`src/rtl/program_sequencer.sv`:
```
// Instruction-issue stage for the bit-serial core: loadable program store, PC walk with
// start/pcincr handshake, halt, loop restart and a sticky watchdog on stalled instructions.
module program_sequencer #(
    parameter int ADDR_W  = 4,
    parameter int INSTR_W = 3,
    parameter int TIMEOUT = 31
) (
    input  logic               i_clk,
    input  logic               i_rst,
    input  logic               i_load_en,
    input  logic [ADDR_W-1:0]  i_load_addr,
    input  logic [INSTR_W-1:0] i_load_data,
    input  logic               i_run,
    input  logic               i_halt,
    input  logic               i_loop,
    input  logic [ADDR_W-1:0]  i_last_addr,
    input  logic               i_con_pcincr,
    output logic [INSTR_W-1:0] o_data_instruction,
    output logic               o_start,
    output logic [ADDR_W-1:0]  o_pc,
    output logic               o_busy,
    output logic               o_done,
    output logic               o_err_timeout
);

    localparam int DEPTH = 2 ** ADDR_W;
    localparam int TMR_W = 8;

    typedef enum logic [1:0] {
        ST_IDLE,
        ST_ISSUE,
        ST_WAIT,
        ST_ERR
    } state_t;

    state_t             state_q, state_d;
    logic [ADDR_W-1:0]  pc_q, pc_d;
    logic [ADDR_W-1:0]  last_q, last_d;
    logic               loop_q, loop_d;
    logic [TMR_W-1:0]   timer_q, timer_d;
    logic [INSTR_W-1:0] instr_q, instr_d;
    logic               start_q, start_d;
    logic               busy_q, busy_d;
    logic               done_q, done_d;
    logic               err_q, err_d;
    logic               store_we;

    logic [INSTR_W-1:0] store_q [DEPTH];

    always_comb begin
        state_d  = state_q;
        pc_d     = pc_q;
        last_d   = last_q;
        loop_d   = loop_q;
        timer_d  = timer_q;
        instr_d  = instr_q;
        start_d  = 1'b0;
        done_d   = 1'b0;
        err_d    = err_q;
        store_we = 1'b0;

        case (state_q)
            ST_IDLE: begin
                // A load in the same cycle as run wins; the run request is dropped.
                if (i_load_en) begin
                    store_we = 1'b1;
                end else if (i_run) begin
                    pc_d    = '0;
                    loop_d  = i_loop;
                    last_d  = i_last_addr;
                    state_d = ST_ISSUE;
                end
            end
            ST_ISSUE: begin
                if (i_halt) begin
                    state_d = ST_IDLE;
                end else begin
                    instr_d = store_q[pc_q];
                    start_d = 1'b1;
                    timer_d = '0;
                    state_d = ST_WAIT;
                end
            end
            ST_WAIT: begin
                if (i_halt) begin
                    state_d = ST_IDLE;
                end else if (i_con_pcincr) begin
                    if (pc_q == last_q) begin
                        if (loop_q) begin
                            pc_d    = '0;
                            state_d = ST_ISSUE;
                        end else begin
                            done_d  = 1'b1;
                            state_d = ST_IDLE;
                        end
                    end else begin
                        pc_d    = pc_q + 1'b1;
                        state_d = ST_ISSUE;
                    end
                end else if (timer_q == TMR_W'(TIMEOUT)) begin
                    err_d   = 1'b1;
                    state_d = ST_ERR;
                end else begin
                    timer_d = timer_q + 1'b1;
                end
            end
            ST_ERR: begin
                state_d = ST_ERR;
            end
            default: begin
                state_d = ST_IDLE;
            end
        endcase

        busy_d = (state_d == ST_ISSUE) || (state_d == ST_WAIT);
    end

    always_ff @(posedge i_clk) begin
        if (i_rst) begin
            state_q <= ST_IDLE;
            pc_q    <= '0;
            last_q  <= '0;
            loop_q  <= 1'b0;
            timer_q <= '0;
            instr_q <= '0;
            start_q <= 1'b0;
            busy_q  <= 1'b0;
            done_q  <= 1'b0;
            err_q   <= 1'b0;
        end else begin
            state_q <= state_d;
            pc_q    <= pc_d;
            last_q  <= last_d;
            loop_q  <= loop_d;
            timer_q <= timer_d;
            instr_q <= instr_d;
            start_q <= start_d;
            busy_q  <= busy_d;
            done_q  <= done_d;
            err_q   <= err_d;
        end
    end

    // Program store keeps its contents across reset.
    always_ff @(posedge i_clk) begin
        if (store_we && !i_rst) begin
            store_q[i_load_addr] <= i_load_data;
        end
    end

    assign o_data_instruction = instr_q;
    assign o_start            = start_q;
    assign o_pc               = pc_q;
    assign o_busy             = busy_q;
    assign o_done             = done_q;
    assign o_err_timeout      = err_q;

endmodule
```
`config.mk`:
```
export PLATFORM = sky130hd
export DESIGN_NAME = program_sequencer
export DESIGN_NICKNAME = d
export VERILOG_FILES = /design/src/rtl/program_sequencer.sv
export SDC_FILE = /design/constraint.sdc
export NUM_CORES = 1
export LEC_CHECK = 0
export BUFFER_PORTS_ARGS = -buffer_cell sky130_fd_sc_hd__buf_2
export CAP_MARGIN = 40
export CORE_ASPECT_RATIO = 1.2
export CORE_MARGIN = 8
export CORE_UTILIZATION = 56
export CTS_CLUSTER_DIAMETER = 200
export DETAILED_ROUTE_END_ITERATION = 8
export GPL_ROUTABILITY_DRIVEN = 0
export PLACE_DENSITY_LB_ADDON = 0.12
export SLEW_MARGIN = 20
export SYNTH_ARGS = -nofsm -noshare
export SYNTH_HDL_FRONTEND = slang
export SYNTH_SLANG_ARGS = --single-unit
```
`constraint.sdc`:
```
create_clock -name i_clk -period 5.1 [get_ports i_clk]
set_input_delay 0.51 -clock i_clk [delete_from_list [all_inputs] [get_ports i_clk]]
set_output_delay 0.51 -clock i_clk [all_outputs]
set_load 0.02 [all_outputs]
```
After elaboration in Yosys (flattened, before gate mapping). Memory sizes are Yosys's and may differ from the RTL's. A register that Yosys moved wholly into a read port is not among the register bits. Cells that the tools add are included.

Register bits: 23. RAM bits: 48. Logic and storage cells: 73. Memories kept: 1.

Memory list: store_q (words 16, width 3, read ports 1, clocked after Yosys merged registers in 1, write ports 1, line 48) `logic [INSTR_W-1:0] store_q [DEPTH];`.

$add $sub $neg: 2. Equality and inequality tests: 15. Multiplexer cells: 27. Bitwise gates (word level): 6. Reduce and logical (&&, ||, !) cells: 13.

Operators with widths (number): 2-to-1 mux 8 bit (4); 2-to-1 mux 4 bit (6); case mux 8 bit (2 select lines) (1); 2-to-1 mux 2 bit (7); inequality test 2 bit, second input constant (7); adder 8 x 1 -> 8 bit, second input constant (1); == test 8 x 5 -> 1 bit, second input constant (1); case mux 2 bit (4 select lines) (1); case mux 4 bit (2 select lines) (1); 2-to-1 mux 1 bit (7); == test 2 bit, second input constant (3); NOT 1 bit (6); AND reduction 6 bit (1); AND reduction 5 bit (1); OR reduction 5 bit (1); adder 4 x 1 -> 4 bit, second input constant (1); == test 2 x 1 -> 1 bit, second input constant (2); == test 4 bit (1); AND reduction 4 bit (1); nonzero test 2 bit (2); inequality test 3 bit, second input constant (1); AND reduction 3 bit (1); logical NOT 2 bit (1); AND reduction 2 bit (1); other kinds (4) (4).

Depth between registers and ports, before layout.
Word-level depth: 7. Gate-level depth with buffers: 6. Gate-level depth less buffers: 5.

Worst setup path after synthesis. Ideal clock, no wire load.

Kind: input port to flip-flop. Start: input i_rst. End: memory store_q[0][0], enable pin. Setup time: 345 ps. Arrival: 1680 ps. Required time: 4755 ps. Slack: 3075 ps. Stages: 3. Buffers on the path: 0. Path through: or4b_1 -> or3_1 -> nor3_1.

Cells in the longest elaborated chain, start to end: 4.

Ends and longest elaborated chain: start: declaration (line 9) `input logic i_rst,`; logical NOT 1 bit (line 146) `if (store_we && !i_rst) begin`; logical AND 1 bit (line 146); 2-to-1 mux 1 bit (line 146); 2-to-1 mux 1 bit (implied by the code) (line 147) `store_q[i_load_addr] <= i_load_data;`; end: declaration (line 48).

No other way between the ends.

Final worst setup path.
Start: register state_q[0]. End: memory store_q[0][0], enable pin.

Cells in the longest elaborated chain, start to end: 5.

Ends and longest elaborated chain: start: declaration (line 36) `state_t state_q, state_d;`; start signal: assignment (line 131) `state_q <= state_d;`; logical NOT 2 bit (line 62) `case (state_q)`; 2-to-1 mux 1 bit (line 62); logical AND 1 bit (line 146); 2-to-1 mux 1 bit (line 146); 2-to-1 mux 1 bit (implied by the code) (line 147).

No other way between the ends.

==> results.yml <==
global_routing:
  antenna_found_initial: 0
  gr-usage-all-layers_pct: 15.46
  largest_net_degree_at_the_start_of_global_routing: 23
  grt_pass1_vias: 1986
  grt_pass1_wl_microns: 9970
  global_route.overflow_total: 0
power:
  switchingPower_w: 0.0002640
  p_seq_share_pct: 53.8
  switching_share_pct: 21.93
  p_clk_share_pct: 42.1
  ir_worst_vdd_mv: 0.2198
  power_leakage_nw: 1.231
  power_per_cell_area_nw_per_um2: 326.3
  comb_power_share_pct: 4.1
  total_power_w: 0.001204
  cell_internal_pwr_w: 0.0009398
worst_setup_path:
  critical_path_peak_fanout: 14
  critPathLaunchType: "flip-flop"
  critPathTopFamily: "simple AND/OR/NAND/NOR gates"
  timing.critical_path.cells: "or4b_1 > or3_1 > nor3_1"
  critPathSlowestCell: "sky130_fd_sc_hd__or4b_1"
  worst_ep_arrival_time_ns: 2.24
  timing.critical_path.buf_inv: 0
  timing.critical_path.required_ns: 5.10
  critPathMaxStageDelay_ns: 0.66
  critical_path_class: "reg2reg"
  setup.worst_path.end_class: "flip-flop"
clocking:
  post-cts-setup-buffers: 0
  cts.hold.buffers_added: 0
  cts_num_sinks: 74
  clk-insertion-delay-late_ns: 0.35
  cts_buffers: 9
  buffer_cell_driving_the_clock_tree_root: "sky130_fd_sc_hd__clkbuf_8"
  clkTransAtPathRegs_ns: 0.08
  tritoncts: "done"
  post_cts_resized: 0
  clock_path_buffers: 2
  clock_tree.htree_level_count: 3
synth:
  ys_seq_elements: 74
  post-synth-top-area-fraction_pct: 43.82
  async_reset_ff_share_pct: 0
  synthesis.yosys.warnings: 0
  postSynth.topFlopCell: "sky130_fd_sc_hd__edfxtp_1"
  synth-adder-area-share_pct: 0.7607
  synth_mux_area_share_pct: 13.58
  synth.yosys.seq_area_share_pct: 59.64
  yosys.cell_types.count: 50
  compound_cell_area_share_of_the_yosys_netlist_pct: 6.276
  yosys.area_share.simple_pct: 15.29
  synth_area_sq_um: 3289
  synth_top_family_by_area: "simple AND/OR/NAND/NOR gates"
  ys_top_cells_by_area: "sky130_fd_sc_hd__edfxtp_1, sky130_fd_sc_hd__dfxtp_1, sky130_fd_sc_hd__mux4_2"
  synthXorXnorAreaFrac_pct: 1.598
  synth_top_cell_by_area: "sky130_fd_sc_hd__edfxtp_1"
  mappedNetlistNets: 266
  syn_avg_cell_area_sq_um: 13.37
  number_of_flops_mapped_to_enable_cells_by_yosys: 48
  gate_count_after_technology_mapping: 246
final_layout:
  finalNonFillerCells: 359
  antenna_cells_inserted: 0
  layout.filler_cells: 416
  layout_commonest_cell: "sky130_fd_sc_hd__edfxtp_1"
  area_occupied_by_multi_input_gates_sq_um: 1234
  regArea_sq_um: 1962
  final_layout_size_suffix_gt1_share_pct: 20.43
  fin_nets: 294
  area_delta_synth_final_pct: 12.17
  layout_common_cells: "sky130_fd_sc_hd__edfxtp_1, sky130_fd_sc_hd__buf_2, sky130_fd_sc_hd__nor2_1, sky130_fd_sc_hd__dfxtp_1, sky130_fd_sc_hd__nand2_1"
floorplan:
  die_width_microns: 85.97
  num_io_pins: 29
  std_cell_rows: 30
  die_h_microns: 99.96
  floorplan.initialDensity_pct: 58.04
  die-area_sq_um: 8593
  coreArea_sq_um: 5668
run_status:
  outcome: "finished, final reports clean"
drt:
  drc: 0
  dr.pass1.iters: 6
  number_of_routed_nets_with_antenna_violations: 0
  post_drt_via_cell_ratio: 5.593
  drt-wirelength-per-cell_microns: 17.40
  via_total_after_detailed_routing: 2008
  detail_route.iter0.violations: 92
  postRouteWirelength_microns: 6246
place:
  post_dp_hpwl_microns: 4409
  numPlacedInstances: 343
  post-place-ws_ns: 2.655
  io_buffer_count: 28
timing:
  finalSetupViolations: 0
  grt_setup_unrepaired: "no"
  finClkSkew_ns: 0.006427
  number_of_max_slew_violations_in_the_final_report: 0
  finalSetupTns_ns: 0
  slew_headroom_pct: 47.68
  setup_slack_ns: 2.854
  final-hold-violation-count: 0
  worst_slew_pin_slew_ns: 0.7837
  min_period_ns: 2.246
  layout_worst_path_cycle_share_pct: 44.04
  clock.fmax_mhz: 445.2
run:
  cap_viol_max_count: 0
min_path:
  hp-class: "in2reg"
[cells by family after synthesis]
family	count (synthesis)
buffers and inverters	16
adder cells (fa/ha/maj)	2
flip-flops	74
AO/OA/AOI/OAI	32
XOR/XNOR	6
multiplexers	24
AND/OR/NAND/NOR	92
[worst register-to-register path, stage by stage, from the launching register on]
cell and delay, ns:
sky130_fd_sc_hd__dfxtp_1 0.47, sky130_fd_sc_hd__or4b_1 0.66, sky130_fd_sc_hd__or3_1 0.40, sky130_fd_sc_hd__nor3_1 0.37
[stage by stage]
stage	cell area, sq um	util, %	hold slack [ns]
after global routing	3690	65.10	0.4119
after floorplan	3289	-	0.4491
after CTS	3690	65.10	0.4046
final	3690	65.10	0.4065
after global placement	3451	60.88	0.4455
after detailed placement	3466	61.15	0.4555
[cells in the mapped netlist, types with 4 or more instances]
cell type                  number
sky130_fd_sc_hd__a21oi_1        8
sky130_fd_sc_hd__nand2b_1       6
sky130_fd_sc_hd__nand3_1        5
sky130_fd_sc_hd__and2_1         4
sky130_fd_sc_hd__nand2_1       23
sky130_fd_sc_hd__mux4_1         5
sky130_fd_sc_hd__buf_2          4
sky130_fd_sc_hd__nor2_1        26
sky130_fd_sc_hd__inv_1          4
sky130_fd_sc_hd__dfxtp_1       26
sky130_fd_sc_hd__edfxtp_1      48
sky130_fd_sc_hd__mux4_2        10
sky130_fd_sc_hd__xnor2_1        4
sky130_fd_sc_hd__o21ai_0        7
sky130_fd_sc_hd__nor3_1         7
sky130_fd_sc_hd__mux2i_1        9
[registers in the layout, indices dropped and copies added, names as in the netlist]
signal	count
last_q	4
loop_q	1
o_busy	1
o_data_instruction	3
o_done	1
o_err_timeout	1
o_pc	4
o_start	1
state_q	2
store_q	48
timer_q	8
[area by class of cell]
class / count / share of cell area (%)
clock buffer: 9 / 3.357
clock inverter: 7 / 2.713
inverter: 4 / 0.4069
multi-input combinational: 156 / 33.43
sequential: 74 / 53.17
tap: 80 / 2.713
timing repair buffer: 29 / 4.205
[power groups by stage]
stage	clock network, W	registers, W	logic (W)
floorplan	0	0.000661	0.0000278
global placement	0	0.000661	0.0000492
detailed placement	0	0.000661	0.0000493
CTS	0.000510	0.000648	0.0000495
global route	0.000542	0.000648	0.0000545
finish	0.000507	0.000648	0.0000491
[metal layers]
layer  vias up  share of wire, %  GRT usage, %
li1        993                 -             -
met1       952                44         17.62
met2        52                49         25.28
met3        11               5.5         4.824
met4         0               2.4         8.243
met5         -                 0             0
[final timing paths]
kind	startpoint	end	slack (ns)	cells after the start
worst max-delay path	state_q[0]	store_q[0][0]	2.85	3
worst min-delay path	i_loop	loop_q	0.41	3
worst max register to register	state_q[0]	store_q[0][0]	2.85	3
worst min register to register	o_data_instruction[2]	o_data_instruction[2]	0.47	2
(Power assumes the default switching activity.)
